**src/rtl/mmio_host_controller_pkg.sv**
```systemverilog
// Shared MMIO definitions: bus widths, timeout counter width
// and the host-side transaction state encoding.
package mmio_host_controller_pkg;

    localparam int TIA_MMIO_INDEX_WIDTH       = 8;
    localparam int TIA_MMIO_DATA_WIDTH        = 32;
    localparam int MMIO_TIMEOUT_COUNTER_WIDTH = 16;

    typedef enum logic [1:0] {
        IDLE       = 2'd0,
        READ_WAIT  = 2'd1,
        WRITE_WAIT = 2'd2,
        RESPOND    = 2'd3
    } mmio_host_state_t;

endpackage

```
**src/rtl/mmio_if.sv**
```systemverilog
// Core MMIO port: held request/acknowledge for reads and writes.
// The host drives requests, the memory mapper drives acknowledges.
interface mmio_if;
    import mmio_host_controller_pkg::*;

    logic                            read_req;
    logic [TIA_MMIO_INDEX_WIDTH-1:0] read_index;
    logic                            read_ack;
    logic [TIA_MMIO_DATA_WIDTH-1:0]  read_data;
    logic                            write_req;
    logic [TIA_MMIO_INDEX_WIDTH-1:0] write_index;
    logic [TIA_MMIO_DATA_WIDTH-1:0]  write_data;
    logic                            write_ack;

    modport host (
        output read_req, read_index, write_req, write_index, write_data,
        input  read_ack, read_data, write_ack
    );

    modport device (
        input  read_req, read_index, write_req, write_index, write_data,
        output read_ack, read_data, write_ack
    );

endinterface

```
**src/rtl/mmio_host_controller.sv**
```systemverilog
// MMIO initiator: one command at a time onto mmio_if.host, with a
// per-transaction timeout that turns a missing ack into an error.
module mmio_host_controller
    import mmio_host_controller_pkg::*;
#(
    parameter int unsigned TIMEOUT_CYCLES = 256
) (
    input  logic                            clock,
    input  logic                            reset,
    input  logic                            cmd_valid,
    output logic                            cmd_ready,
    input  logic                            cmd_write,
    input  logic [TIA_MMIO_INDEX_WIDTH-1:0] cmd_index,
    input  logic [TIA_MMIO_DATA_WIDTH-1:0]  cmd_data,
    output logic                            resp_valid,
    input  logic                            resp_ready,
    output logic [TIA_MMIO_DATA_WIDTH-1:0]  resp_data,
    output logic                            resp_error,
    mmio_if.host                            mmio
);

    localparam int CW = MMIO_TIMEOUT_COUNTER_WIDTH;
    localparam logic [CW-1:0] TIMEOUT_LAST =
        CW'((TIMEOUT_CYCLES == 0) ? 0 : TIMEOUT_CYCLES - 1);

    mmio_host_state_t state;
    mmio_host_state_t state_next;
    logic [CW-1:0]    timeout_count;
    logic             expired;

    // Expiry only matters when no ack arrives that cycle; ack wins.
    assign expired    = (TIMEOUT_CYCLES != 0) && (timeout_count == TIMEOUT_LAST);
    assign cmd_ready  = (state == IDLE);
    assign resp_valid = (state == RESPOND);

    always_comb begin
        state_next = state;
        case (state)
            IDLE: begin
                if (cmd_valid)
                    state_next = cmd_write ? WRITE_WAIT : READ_WAIT;
            end
            READ_WAIT: begin
                if (mmio.read_ack || expired)
                    state_next = RESPOND;
            end
            WRITE_WAIT: begin
                if (mmio.write_ack || expired)
                    state_next = RESPOND;
            end
            RESPOND: begin
                if (resp_ready)
                    state_next = IDLE;
            end
            default: state_next = IDLE;
        endcase
    end

    always_ff @(posedge clock or posedge reset) begin
        if (reset) begin
            state            <= IDLE;
            timeout_count    <= '0;
            resp_data        <= '0;
            resp_error       <= 1'b0;
            mmio.read_req    <= 1'b0;
            mmio.read_index  <= '0;
            mmio.write_req   <= 1'b0;
            mmio.write_index <= '0;
            mmio.write_data  <= '0;
        end else begin
            state <= state_next;
            case (state)
                IDLE: begin
                    if (cmd_valid) begin
                        timeout_count <= '0;
                        if (cmd_write) begin
                            mmio.write_req   <= 1'b1;
                            mmio.write_index <= cmd_index;
                            mmio.write_data  <= cmd_data;
                        end else begin
                            mmio.read_req    <= 1'b1;
                            mmio.read_index  <= cmd_index;
                        end
                    end
                end
                READ_WAIT: begin
                    if (mmio.read_ack || expired) begin
                        resp_data       <= mmio.read_ack ? mmio.read_data : '0;
                        resp_error      <= !mmio.read_ack;
                        mmio.read_req   <= 1'b0;
                        mmio.read_index <= '0;
                    end else begin
                        timeout_count <= timeout_count + CW'(1);
                    end
                end
                WRITE_WAIT: begin
                    if (mmio.write_ack || expired) begin
                        resp_data        <= '0;
                        resp_error       <= !mmio.write_ack;
                        mmio.write_req   <= 1'b0;
                        mmio.write_index <= '0;
                        mmio.write_data  <= '0;
                    end else begin
                        timeout_count <= timeout_count + CW'(1);
                    end
                end
                RESPOND: begin
                    if (resp_ready) begin
                        resp_data  <= '0;
                        resp_error <= 1'b0;
                    end
                end
                default: ;
            endcase
        end
    end

endmodule

```
**src/flat_wrapper.sv**
```systemverilog
// flat-port wrapper written by rule: the top's interface ports become plain ports
module mmio_host_controller_flat import mmio_host_controller_pkg::*;
#(
    parameter int unsigned TIMEOUT_CYCLES = 256
)
  (clock, reset, cmd_valid, cmd_ready, cmd_write, cmd_index, cmd_data, resp_valid, resp_ready, resp_data, resp_error, mmio_read_req, mmio_read_index, mmio_write_req, mmio_write_index, mmio_write_data, mmio_read_ack, mmio_read_data, mmio_write_ack);
  mmio_if mmio_i ();
  input  logic clock;
  input  logic reset;
  input  logic cmd_valid;
  output logic cmd_ready;
  input  logic cmd_write;
  input  logic [TIA_MMIO_INDEX_WIDTH-1:0] cmd_index;
  input  logic [TIA_MMIO_DATA_WIDTH-1:0] cmd_data;
  output logic resp_valid;
  input  logic resp_ready;
  output logic [TIA_MMIO_DATA_WIDTH-1:0] resp_data;
  output logic resp_error;
  output wire logic [$bits(mmio_i.read_req)-1:0] mmio_read_req;
  output wire logic [$bits(mmio_i.read_index)-1:0] mmio_read_index;
  output wire logic [$bits(mmio_i.write_req)-1:0] mmio_write_req;
  output wire logic [$bits(mmio_i.write_index)-1:0] mmio_write_index;
  output wire logic [$bits(mmio_i.write_data)-1:0] mmio_write_data;
  input wire logic [$bits(mmio_i.read_ack)-1:0] mmio_read_ack;
  input wire logic [$bits(mmio_i.read_data)-1:0] mmio_read_data;
  input wire logic [$bits(mmio_i.write_ack)-1:0] mmio_write_ack;
  assign mmio_read_req = mmio_i.read_req;
  assign mmio_read_index = mmio_i.read_index;
  assign mmio_write_req = mmio_i.write_req;
  assign mmio_write_index = mmio_i.write_index;
  assign mmio_write_data = mmio_i.write_data;
  assign mmio_i.read_ack = mmio_read_ack;
  assign mmio_i.read_data = mmio_read_data;
  assign mmio_i.write_ack = mmio_write_ack;
  mmio_host_controller #(.TIMEOUT_CYCLES(TIMEOUT_CYCLES)) u_core (.clock(clock), .reset(reset), .cmd_valid(cmd_valid), .cmd_ready(cmd_ready), .cmd_write(cmd_write), .cmd_index(cmd_index), .cmd_data(cmd_data), .resp_valid(resp_valid), .resp_ready(resp_ready), .resp_data(resp_data), .resp_error(resp_error), .mmio(mmio_i));
endmodule
```
**config.mk**
```make
export PLATFORM = sky130hd
export DESIGN_NAME = mmio_host_controller_flat
export DESIGN_NICKNAME = d
export VERILOG_FILES = /design/src/rtl/mmio_host_controller_pkg.sv /design/src/rtl/mmio_if.sv /design/src/rtl/mmio_host_controller.sv /design/src/flat_wrapper.sv
export SDC_FILE = /design/constraint.sdc
export NUM_CORES = 1
export LEC_CHECK = 0
export CAP_MARGIN = 5
export CELL_PAD_IN_SITES_DETAIL_PLACEMENT = 0
export CELL_PAD_IN_SITES_GLOBAL_PLACEMENT = 2
export CORE_MARGIN = 2
export CORE_UTILIZATION = 29
export CTS_CLUSTER_SIZE = 28
export DETAILED_ROUTE_END_ITERATION = 8
export HOLD_SLACK_MARGIN = 0.06
export PLACE_DENSITY = 0.95
export SYNTH_ARGS = -nofsm -noshare
export SYNTH_HDL_FRONTEND = slang
export SYNTH_SLANG_ARGS = --single-unit
```
**constraint.sdc**
```tcl
create_clock -name clock -period 7.9 [get_ports clock]
set_input_delay 1.975 -clock clock [delete_from_list [all_inputs] [get_ports clock]]
set_output_delay 1.975 -clock clock [all_outputs]
set_load 0.1 [all_outputs]
```
[Word level (Yosys, flattened, before mapping)]
Index checks and enable logic that the tools add are counted.
Word-level totals
  logic and storage cells: 74
  register bits after elaboration: 101
  output and inout bits: 85
Cells by class
  multiplexer cells: 38
  equality and inequality tests: 12
  reduce and logical (&&, ||, !) cells: 14
  add/sub/neg operators: 1
Operators with widths (count)
  two-way mux 32 bit: 6
  one-hot mux 32 bit (3 select lines): 1
  one-hot mux 32 bit (2 select lines): 1
  two-way mux 16 bit: 3
  two-way mux 8 bit: 6
  one-hot mux 16 bit (3 select lines): 1
  one-hot mux 8 bit (2 select lines): 2
  AND reduction 4 bit: 5
  adder 16 x 1 -> 16 bit, second input constant: 1
  equality test 16 x 8 -> 1 bit, second input constant: 1
  two-way mux 2 bit: 5
  two-way mux 1 bit: 9
  != test 2 x 1 -> 1 bit, second input constant: 4
  != test 2 bit, second input constant: 4
  one-hot mux 2 bit (4 select lines): 1
  nonzero test 3 bit: 2
  equality test 2 bit, second input constant: 2
  one-hot mux 1 bit (2 select lines): 2
  nonzero test 2 bit: 2
  one-hot mux 1 bit (3 select lines): 1
  equality test 2 x 1 -> 1 bit, second input constant: 1
  logical NOT 1 bit: 2
  logical NOT 2 bit: 1
  logical OR 1 bit: 2

[Depth between registers and ports, before layout]
  word-level depth: 4
  gate-level depth with buffers: 9
  mapped depth without buffers: 7

[Worst setup path after synthesis]
No wires, ideal clock.
  path type: flip-flop to output port
  from: register u_core.state[0]
  to: output cmd_ready
  slack: 4.637 ns
  required time: 5.925 ns
  cell stages (with the launch flop): 3
  data arrival time: 1.288 ns
  cells stage by stage: dfrtp_1 > inv_1 > ha_1
Between the ends
  longest elaborated chain between the ends: 1
RTL lines
  start: declaration: line mmio_host_controller.sv:26  | mmio_host_state_t state;
  start signal: assignment: line mmio_host_controller.sv:71  | state <= state_next;
  logical NOT 2 bit: line mmio_host_controller.sv:33  | assign cmd_ready = (state == IDLE);
  end: declaration: line flat_wrapper.sv:11  | output logic cmd_ready;
Every way passes these cells.

[Worst setup path in the final report]
Ends and elaborated chain as after synthesis.

==> metrics.md <==
| Metric | Value |
|---|---|
| Status | `finished clean` |
| Share of cells above drive strength 1 | `5.33%` |
| GR Util All Layers | `14.5%` |
| CTS tree | `done` |
| End point of the worst hold path | `u_core.resp_error$_DFFE_PP0P_` |
| Fillers | `1542` |
| Global-route wire length before repair | `19600 um` |
| Synth Instances | `484` |
| Initial DRT Pass Iterations | `5` |
| Adder-cell share of the synthesized area | `1.61%` |
| CP arrival | `2560 ps` |
| Crit. End Element | `primary output` |
| # clock sinks | `101` |
| GR Overflow Total | `0` |
| Post-route minimum period | `4530 ps` |
| Routed WL | `12300 um` |
| Post-synthesis sequential area ratio | `54.3%` |
| Core Footprint | `15800 sq um` |
| CP Class | `flop to primary output` |
| Worst-Skew Late Latency | `350 ps` |
| Reg-to-reg slack, setup | `5280 ps` |
| R2R Path End | `u_core.timeout_count[6]$_DFFE_PP0P_` |
| Initial core utilization | `29.5%` |
| Final Max Slew Viols | `0` |
| Post-Synth Simple-Gate Area | `20.1%` |
| Largest net degree at the start of global routing | `81` |
| Total Neg Setup Slack | `0 ps` |
| Hold Path Depth | `2` |
| Routed Antenna Nets | `0` |
| Combinational family with the most area after synthesis | `simple AND/OR/NAND/NOR gates` |
| Ys Warns | `0` |
| Clock Root Buffer | `clkbuf_16` |
| Starting DRT DRC Count | `294` |
| CTS Buf Count | `9` |
| Highest-count cells in the layout ignoring fill and taps | `clkdlybuf4s50_1, nand2_1, dfrtp_1` |
| CTS resizes | `0` |
| Distinct cells, synth | `40` |
| Worst min-delay path startpoint | `u_core.resp_error$_DFFE_PP0P_` |
| Xor and xnor area share after synthesis | `0%` |
| Netlist Area Pre-Place | `4660 sq um` |
| Layout Area Growth over Synthesis | `43.9%` |
| Antenna Diode Count | `0` |
| CTS hold repair buffers | `0` |
| Flops & latches, synth | `101` |
| Vias per cell | `4.62` |
| Critical Path RT | `5930 ps` |
| Vias post-DR | `3949` |
| RSZ-0062 raised after global routing | `no` |
| Worst slew pin tran | `1110 ps` |
| Die Width | `131 um` |
| Clock Skew | `8.47 ps` |
| Nets | `718` |
| I/O pin count | `164` |
| Routed WL per cell | `14.4 um` |
| DRC viols | `0` |
| R2R cell count | `7` |
| Fmax | `221 MHz` |
| Final Hold Fails | `0` |
| Vias in the first global route | `3807` |
| GPL Wtd Cong | `0.808` |
| Die area | `17100 sq um` |
| Reg clk slew, reported paths | `70 ps` |
| Commonest non-fill, non-tap cell in the layout | `clkdlybuf4s50_1` |
| Port bufs | `163` |
| Worst Path Max Fanout | `9` |
| Setup bufs post-CTS | `0` |
| CP Launch Type | `flop` |
| Synth Area in Compound Gates | `17.7%` |
| Mux contribution to synthesized area | `0.860%` |
| Worst-case clock buffer depth | `2` |
| Initial antenna violation count | `0` |
| Die Y-Extent | `131 um` |
| Worst r2r src | `u_core.state[0]$_DFFE_PP0P_` |
| Synth Net Count | `569` |
| Post-DP HPWL | `8480 um` |
| Slew headroom | `25.1%` |
| Max Cap Viol | `0` |
| Hold Crit Class | `flop to flop` |
| Synth Area per Inst | `9.62 sq um` |
| Standard-cell row count | `46` |
| H-tree levels | `3` |
| Setup violations, final | `0` |
| Final Cycle Share | `57.4%` |
[through the flow]
stage / hold WS (ps) / instances / setup WS [ps] / area, sq um / util (%)
6_report: 478 / 854 / 3370 / 6700 / 42.5
5_1_grt: 496 / 854 / 3250 / 6700 / 42.5
4_1_cts: 485 / 854 / 3330 / 6700 / 42.5
3_5_place_dp: 470 / 838 / 3730 / 6410 / 40.7
3_3_place_gp: 460 / 838 / 3770 / 6410 / 40.7
2_1_floorplan: 457 / 484 / 3280 / 4660 / -
[worst max-delay path, cell delays in order, from the launching register on]
cell	delay (ps)
dfrtp_1	400
inv_1	130
ha_1	430
clkdlybuf4s50_1	1240
[registers in the layout (all words and copies together), names as in the netlist]
signal and count:
u_core.state 2, u_core.resp_error 1, u_core.resp_data 32, u_core.mmio.read_req 1
u_core.timeout_count 16, u_core.mmio.read_index 8, u_core.mmio.write_req 1, u_core.mmio.write_data 32
u_core.mmio.write_index 8
[routing by layer]
| metal | routed length, um | GRT usage [%] | vias up |
|---|---|---|---|
| li1 | - | - | 1946 |
| met1 | 5660 | 19.4 | 1886 |
| met2 | 5950 | 23.5 | 108 |
| met3 | 517 | 2.69 | 9 |
| met4 | 142 | 5.51 | 0 |
| met5 | 0 | 0 | - |
[worst max-delay path by stage]
stage	from	end	slack, ps	cells after the start
after floorplan	reset	u_core.mmio.read_index[0]$_DFFE_PP0P_	3280	1
after global placement	u_core.state[0]$_DFFE_PP0P_	cmd_ready	3770	3
after detailed placement	u_core.state[0]$_DFFE_PP0P_	cmd_ready	3730	3
after CTS	u_core.state[0]$_DFFE_PP0P_	cmd_ready	3330	3
after global routing	u_core.state[0]$_DFFE_PP0P_	cmd_ready	3250	3
final	u_core.state[0]$_DFFE_PP0P_	cmd_ready	3370	3
[cell type report]
class                           count  area [sq um]  share of cell area [%]
Clock buffer                       12           256                    3.83
Clock inverter                      4          31.3                   0.467
Tap cell                          216           270                    4.03
Sequential cell                   101          2530                    37.7
Timing Repair Buffer              168          1670                    24.9
Inverter                           11          43.8                   0.653
Multi-Input combinational cell    342          1900                    28.4
[cell usage after synthesis]
cell,n,share of area (%)
o21ai_2,4,0.75
or4_4,1,0.24
a31oi_1,4,0.54
o22a_1,1,0.19
clkbuf_1,12,0.97
nor4_4,1,0.46
o311ai_0,1,0.19
o22ai_1,3,0.40
nor4b_1,1,0.19
mux2i_1,4,0.86
nand3_1,9,0.97
or2_2,1,0.13
nor2_1,12,0.97
buf_2,3,0.32
dfrtp_1,101,54
o31ai_1,17,2.7
buf_4,4,0.64
nand2_1,119,9.6
buf_6,11,2.7
nand4_1,2,0.27
nor3_1,4,0.43
o2bb2ai_1,1,0.19
a31o_2,1,0.19
a21o_1,1,0.16
o21ai_1,51,5.5
nand3b_1,1,0.16
o21ai_0,28,3.0
ha_1,6,1.6
inv_1,11,0.89
nand3_2,1,0.21
nand2b_1,43,5.8
o211a_1,1,0.21
a21oi_1,4,0.43
and2_1,2,0.27
or4_1,1,0.16
and3_1,1,0.13
o41ai_1,4,0.75
o221ai_2,3,0.97
a22o_1,8,1.5
nor2b_1,1,0.13
[cell families after synthesis]
family          after synthesis
simple gates                200
compound gates              132
flops                       101
buf+inv                      41
fa+ha+maj                     6
mux                           4
Power is left out: the tool's default activity adds up to more than one toggle a clock period on the data nets, which glitch-free logic cannot reach.
